$ cat config.mk
export PLATFORM = sky130hd
export DESIGN_NAME = snake_ctrl_flat
export DESIGN_NICKNAME = d
export VERILOG_FILES = /design/src/rtl/snake_if.sv /design/src/rtl/snake_ctrl.sv /design/src/flat_wrapper.sv
export SDC_FILE = /design/constraint.sdc
export NUM_CORES = 1
export LEC_CHECK = 0
export BUFFER_PORTS_ARGS = -buffer_cell sky130_fd_sc_hd__buf_2
export CAP_MARGIN = 5
export CORE_MARGIN = 2
export CORE_UTILIZATION = 35
export CTS_BUF_LIST = sky130_fd_sc_hd__clkbuf_16
export CTS_CLUSTER_DIAMETER = 50
export DETAILED_ROUTE_END_ITERATION = 7
export PLACE_DENSITY = 0.47
export SETUP_SLACK_MARGIN = 0.15
export SLEW_MARGIN = 10
export SYNTH_ARGS = -nofsm -noshare
export SYNTH_HDL_FRONTEND = slang
export SYNTH_SLANG_ARGS = --single-unit
$ cat constraint.sdc
create_clock -name Clk_25mhz -period 5.05 [get_ports Clk_25mhz]
set_clock_uncertainty 0.1 [all_clocks]
set_input_delay 0 -clock Clk_25mhz [delete_from_list [all_inputs] [get_ports Clk_25mhz]]
set_output_delay 0 -clock Clk_25mhz [all_outputs]
set_load 0.05 [all_outputs]
$ cat src/rtl/snake_if.sv
// snake_if: game-input and display-query bus between the snake controller and its driver
interface snake_if;
  logic       Start;
  logic [3:0] Key_dir;
  logic [9:0] Pixel_x;
  logic [9:0] Pixel_y;
  logic [5:0] Apple_x;
  logic [4:0] Apple_y;
  logic [1:0] Object;
  logic       Apple_eaten;
  logic       Game_over;
  logic [4:0] Length;
  modport master (
    output Start, Key_dir, Pixel_x, Pixel_y, Apple_x, Apple_y,
    input  Object, Apple_eaten, Game_over, Length
  );
  modport slave (
    input  Start, Key_dir, Pixel_x, Pixel_y, Apple_x, Apple_y,
    output Object, Apple_eaten, Game_over, Length
  );
endinterface

$ cat src/rtl/snake_ctrl.sv
// snake_ctrl: snake game state machine on a 40x30 cell grid with per-pixel cell classification
module snake_ctrl #(
  parameter int TICK_CYCLES = 12500000,
  parameter int MAX_LEN     = 16
) (
  input logic    Clk_25mhz,
  input logic    Rst_n,
  snake_if.slave bus
);
  localparam int TW = (TICK_CYCLES > 1) ? $clog2(TICK_CYCLES) : 1;
  typedef enum logic [1:0] {IDLE, PLAY, DIE} state_t;
  typedef enum logic [1:0] {UP, DOWN, LEFT, RIGHT} dir_t;
  state_t        state_q, state_d;
  dir_t          dir_q, dir_d, pend_q, pend_d, key_dir;
  logic [TW-1:0] tick_q, tick_d;
  logic [5:0]    seg_x_q [MAX_LEN];
  logic [5:0]    seg_x_d [MAX_LEN];
  logic [4:0]    seg_y_q [MAX_LEN];
  logic [4:0]    seg_y_d [MAX_LEN];
  logic [4:0]    len_q, len_d;
  logic          eaten_q, eaten_d, over_q, over_d;
  logic [1:0]    obj_q, obj_d;
  logic          key_ok, move, eat, collide, body;
  logic [5:0]    nx, cx, cy;
  logic [4:0]    ny;
  // next-head arithmetic from the pending direction, eat/collision detection and key filtering
  always_comb begin
    key_dir = bus.Key_dir[3] ? UP : bus.Key_dir[2] ? DOWN : bus.Key_dir[1] ? LEFT : RIGHT;
    key_ok  = $onehot(bus.Key_dir) && key_dir != dir_t'(dir_q ^ 2'b01);
    move    = state_q == PLAY && tick_q == TW'(TICK_CYCLES - 1);
    nx      = seg_x_q[0] + 6'(pend_q == RIGHT) - 6'(pend_q == LEFT);
    ny      = seg_y_q[0] + 5'(pend_q == DOWN) - 5'(pend_q == UP);
    eat     = nx == bus.Apple_x && ny == bus.Apple_y;
    collide = nx == 6'd0 || nx == 6'd39 || ny == 5'd0 || ny == 5'd29;
    for (int i = 0; i < MAX_LEN; i++)
      if ((5'(i) + 5'd1 < len_q || (eat && 5'(i) < len_q)) && seg_x_q[i] == nx && seg_y_q[i] == ny)
        collide = 1'b1;
  end
  // pixel-to-cell classification: wall beats head beats live body; dead segments never match
  always_comb begin
    cx   = bus.Pixel_x[9:4];
    cy   = bus.Pixel_y[9:4];
    body = 1'b0;
    for (int i = 1; i < MAX_LEN; i++)
      if (5'(i) < len_q && seg_x_q[i] == cx && {1'b0, seg_y_q[i]} == cy) body = 1'b1;
    obj_d = (bus.Pixel_x >= 10'd640 || bus.Pixel_y >= 10'd480) ? 2'b00 :
            (cx == 6'd0 || cx == 6'd39 || cy == 6'd0 || cy == 6'd29) ? 2'b11 :
            (seg_x_q[0] == cx && {1'b0, seg_y_q[0]} == cy) ? 2'b01 :
            body ? 2'b10 : 2'b00;
  end
  // game FSM: tick pacing, direction latching, body shift/growth and restart reload
  always_comb begin
    state_d = state_q;
    dir_d   = dir_q;
    pend_d  = pend_q;
    tick_d  = '0;
    len_d   = len_q;
    seg_x_d = seg_x_q;
    seg_y_d = seg_y_q;
    eaten_d = 1'b0;
    case (state_q)
      IDLE: state_d = bus.Start ? PLAY : IDLE;
      PLAY: begin
        tick_d = move ? '0 : tick_q + 1'b1;
        if (key_ok) pend_d = key_dir;
        if (move && collide) state_d = DIE;
        else if (move) begin
          dir_d = pend_q;
          for (int i = MAX_LEN - 1; i > 0; i--) begin
            seg_x_d[i] = seg_x_q[i-1];
            seg_y_d[i] = seg_y_q[i-1];
          end
          seg_x_d[0] = nx;
          seg_y_d[0] = ny;
          len_d      = (eat && len_q < 5'(MAX_LEN)) ? len_q + 5'd1 : len_q;
          eaten_d    = eat;
        end
      end
      DIE: if (bus.Start) begin
        state_d = IDLE;
        dir_d   = RIGHT;
        pend_d  = RIGHT;
        len_d   = 5'd3;
        for (int i = 0; i < MAX_LEN; i++) begin
          seg_x_d[i] = (i < 3) ? 6'(20 - i) : 6'd0;
          seg_y_d[i] = (i < 3) ? 5'd15 : 5'd0;
        end
      end
      default: state_d = IDLE;
    endcase
    over_d = state_d == DIE;
  end
  // state and registered outputs; reset reloads the starting snake immediately
  always_ff @(posedge Clk_25mhz or negedge Rst_n)
    if (!Rst_n) begin
      state_q <= IDLE;
      dir_q   <= RIGHT;
      pend_q  <= RIGHT;
      tick_q  <= '0;
      len_q   <= 5'd3;
      eaten_q <= 1'b0;
      over_q  <= 1'b0;
      obj_q   <= 2'b00;
      for (int i = 0; i < MAX_LEN; i++) begin
        seg_x_q[i] <= (i < 3) ? 6'(20 - i) : 6'd0;
        seg_y_q[i] <= (i < 3) ? 5'd15 : 5'd0;
      end
    end else begin
      state_q <= state_d;
      dir_q   <= dir_d;
      pend_q  <= pend_d;
      tick_q  <= tick_d;
      len_q   <= len_d;
      eaten_q <= eaten_d;
      over_q  <= over_d;
      obj_q   <= obj_d;
      seg_x_q <= seg_x_d;
      seg_y_q <= seg_y_d;
    end
  assign bus.Object      = obj_q;
  assign bus.Apple_eaten = eaten_q;
  assign bus.Game_over   = over_q;
  assign bus.Length      = len_q;
endmodule

$ cat src/flat_wrapper.sv
// flat-port wrapper written by rule: the top's interface ports become plain ports
module snake_ctrl_flat 
#(
  parameter int TICK_CYCLES = 12500000,
  parameter int MAX_LEN     = 16
)
  (Clk_25mhz, Rst_n, bus_Start, bus_Key_dir, bus_Pixel_x, bus_Pixel_y, bus_Apple_x, bus_Apple_y, bus_Object, bus_Apple_eaten, bus_Game_over, bus_Length);
  snake_if bus_i ();
  input logic Clk_25mhz;
  input logic Rst_n;
  input wire logic [$bits(bus_i.Start)-1:0] bus_Start;
  input wire logic [$bits(bus_i.Key_dir)-1:0] bus_Key_dir;
  input wire logic [$bits(bus_i.Pixel_x)-1:0] bus_Pixel_x;
  input wire logic [$bits(bus_i.Pixel_y)-1:0] bus_Pixel_y;
  input wire logic [$bits(bus_i.Apple_x)-1:0] bus_Apple_x;
  input wire logic [$bits(bus_i.Apple_y)-1:0] bus_Apple_y;
  output wire logic [$bits(bus_i.Object)-1:0] bus_Object;
  output wire logic [$bits(bus_i.Apple_eaten)-1:0] bus_Apple_eaten;
  output wire logic [$bits(bus_i.Game_over)-1:0] bus_Game_over;
  output wire logic [$bits(bus_i.Length)-1:0] bus_Length;
  assign bus_i.Start = bus_Start;
  assign bus_i.Key_dir = bus_Key_dir;
  assign bus_i.Pixel_x = bus_Pixel_x;
  assign bus_i.Pixel_y = bus_Pixel_y;
  assign bus_i.Apple_x = bus_Apple_x;
  assign bus_i.Apple_y = bus_Apple_y;
  assign bus_Object = bus_i.Object;
  assign bus_Apple_eaten = bus_i.Apple_eaten;
  assign bus_Game_over = bus_i.Game_over;
  assign bus_Length = bus_i.Length;
  snake_ctrl #(.TICK_CYCLES(TICK_CYCLES), .MAX_LEN(MAX_LEN)) u_core (.Clk_25mhz(Clk_25mhz), .Rst_n(Rst_n), .bus(bus_i));
endmodule
==> qor.txt <==
Ys async rst share: 100%
Cells after Synth: 1,664
IR drop worst, VDD: 0.265 mV
Vias in the first global route: 13,400
Initial antenna violation count: 1
Pleak: 7.92 nW
Required time of the critical path: 5430 ps
Wire length of the first global-routing pass: 91,700 um
Post-DP HPWL: 45,400 um
DR vias: 13,000
Clock buffer depth: 3
Syn_area_per_cell: 9.48 sq um
Die Ht: 216 um
Grt ovf: 0
Max Cap Viol: 0
Post-Synthesis Cell Area: 0.0158 sq mm
Final #Nets: 1,847
Crit path arrival time: 5150 ps
Drt total wl: 62,700 um
Crit Path Category: register to register
Die Wd: 216 um
Setup tns final: 0 ps
Final hold violations: 0
Pre-CTS setup slack: -189 ps
1st-pass router iterations: 5
Final worst slack: 274 ps
Main synth FF type: dfrtp_1
Initial detailed-routing violation count: 1,023
Highest-count cells in the layout ignoring fill and taps: xnor2_1, dfrtp_1, nor2_1
Leading cell type in the layout, fill and taps excluded: xnor2_1
Total power: 0.00758 W
Peak Freq: 209 MHz
Clock-pin slew on the worst setup and hold paths: 60 ps
Clock sink count: 215
Post-Syn Nets: 1,723
Placement-stage cell area: 0.0174 sq mm
Pins Over Slew Limit: 0
CP endpoint kind: register
Pin count of the biggest net entering global routing: 132
Max_slew headroom: 29.5%
Least-Margin Pin Slew: 1060 ps
Tcrit/Tclk final: 94.6%
Register area share after synthesis: 34.3%
CTS Buf Count: 35
Initial core utilization: 35.6%
Distinct cells, synth: 72
Root Buffer: clkbuf_16
Worst hold path type: input port to register
Share of cells above drive strength 1: 21.2%
Post-route DRC: 0
I/O Buffers: 38
Design area: 0.0191 sq mm
Worst-path maximum fanout: 7
RSZ-0062 raised after global routing: false
Antenna Cells: 0
FF+latch count, synth: 215
Pwr per Cell Area: 397 mW/mm^2
Gr usage total: 26.9%
Area Overhead vs Synth: 21.1%
Worst setup SP type: register
Detail Route Antenna Nets: 0
Non-Filler Instances: 2,407
Fillers: 4,429
Top-Level Pins: 47
CTS HTree Levels: 2
Via density per instance: 5.41
Post-synth EDFFs: 0
Status: finished clean
Row count: 77
RePlAce Congestion: 0.967
Clk Latency, worst-skew pair: 560 ps
TritonCTS clock tree: built
Min Tclk post-route: 4780 ps
Core footprint: 0.0443 sq mm
Die Area: 0.0468 sq mm
Final Setup Violations: 0
WL/cell: 26.1 um
Post-Place Cells: 2,317
Yosys warns: 0
[cell type report]
type	instances	area, sq um	area share, %
tap	592	741	3.88
timing repair buffer	191	1670	8.76
sequential	215	5410	28.3
multi-input combinational	1237	9690	50.7
clock buffer	37	926	4.85
clock inverter	27	262	1.37
inverter	108	405	2.12
[cell usage after synthesis, types with 8 or more instances]
library cell	n	area share [%]
a211oi_1	8	0.38
or4_1	21	1.0
dfstp_2	25	4.2
xnor2_1	212	12
nor4_1	47	1.9
nand2_1	119	2.8
ha_1	18	1.4
dfrtp_1	190	30
nand3_1	42	1.3
buf_1	12	0.29
o31a_1	12	0.67
mux2i_1	104	6.6
nor3_1	22	0.70
xor2_1	140	7.8
buf_4	11	0.52
or2_2	9	0.36
and3_1	8	0.32
o21ai_0	33	1.0
and2_1	8	0.32
or3_1	10	0.40
clkbuf_1	52	1.2
buf_2	26	0.82
nor2_1	141	3.4
inv_1	108	2.6
a21oi_1	24	0.76
a2111oi_0	8	0.44
xnor3_1	22	3.1
nand4_1	61	2.4
mux2_2	68	4.9
[power by group]
part | leakage, nW | total (W) | internal, W | switching, W
sequential | 2.59 | 0.00194 | 0.00182 | 0.000114
combinational | 4.74 | 0.00317 | 0.00148 | 0.00168
clock | 0.593 | 0.00247 | 0.00151 | 0.000962
total | 7.92 | 0.00758 | 0.00481 | 0.00276
[flip-flops by register name (all words and copies together), names as in the netlist]
name,count
u_core.bus.Apple_eaten,1
u_core.bus.Game_over,1
u_core.bus.Length,5
u_core.bus.Object,2
u_core.dir_q,2
u_core.pend_q,2
u_core.seg_x_q,96
u_core.seg_y_q,80
u_core.state_q,2
u_core.tick_q,24
[metrics by stage]
stage	utilization, %	hold WS, ps
3_5_place_dp	39.2	-54.8
5_1_grt	43.1	54.5
3_3_place_gp	39.2	-49.3
2_1_floorplan	-	-396
6_report	43.1	67.5
4_1_cts	42.5	25.3
[worst max-delay path, cell delays in order (launching register included)]
cell and delay, ps:
dfstp_2 560, nor2_1 50, ha_1 260, inv_1 40
ha_1 220, fa_2 440, xnor2_4 390, buf_12 180
xor2_1 250, nand3_4 150, nor4_4 300, buf_4 170
nand3_1 120, buf_4 180, buf_4 150, nor2_1 280
nand4_1 170, buf_4 200, or4_1 390, nand3_1 90
[path summary, 6_finish.rpt]
| check | from | to | slack [ps] | cells after the start |
|---|---|---|---|---|
| min | bus_Pixel_y[9] | u_core.bus.Object[1] | 70 | 3 |
| min reg2reg | u_core.tick_q[0] | u_core.tick_q[0] | 390 | 1 |
| max reg2reg | u_core.pend_q[0] | u_core.bus.Length[3] | 270 | 19 |
| max | u_core.pend_q[0] | u_core.bus.Length[3] | 270 | 19 |
| max in group asynchronous | Rst_n | u_core.seg_y_q[13] | 3290 | 4 |
| min in group asynchronous | Rst_n | u_core.seg_x_q[83] | 440 | 3 |
[layer usage]
layer | routed length, um | global-route usage [%]
met5 | 9 | 0
met2 | 28800 | 42.6
met1 | 27400 | 35.7
met4 | 2970 | 12.9
met3 | 3600 | 4.42
[logic make-up (layout without fill, tap and decap cells)]
family	after synthesis	after routing	share of synthesized area, %
and+or+nand+nor	522	522	16.6
adders and majority gates	21	21	1.81
AOI/OAI and AO/OA	136	136	6.09
xor gates and xnor gates	381	381	23.7
DFF	215	215	34.3
buffers and inverters	212	363	5.66
muxes	177	177	11.8
[what timing repair did]
action                                  4_1_cts  5_1_grt
endpoints found under the setup margin      184      184
gates cloned                                  1        3
buffers inserted                              5        9
pin swaps                                     2       20
hold buffers                                  8        0
endpoints found under the hold margin        93        0
resized for setup                            14       29
(Power assumes the default switching activity.)
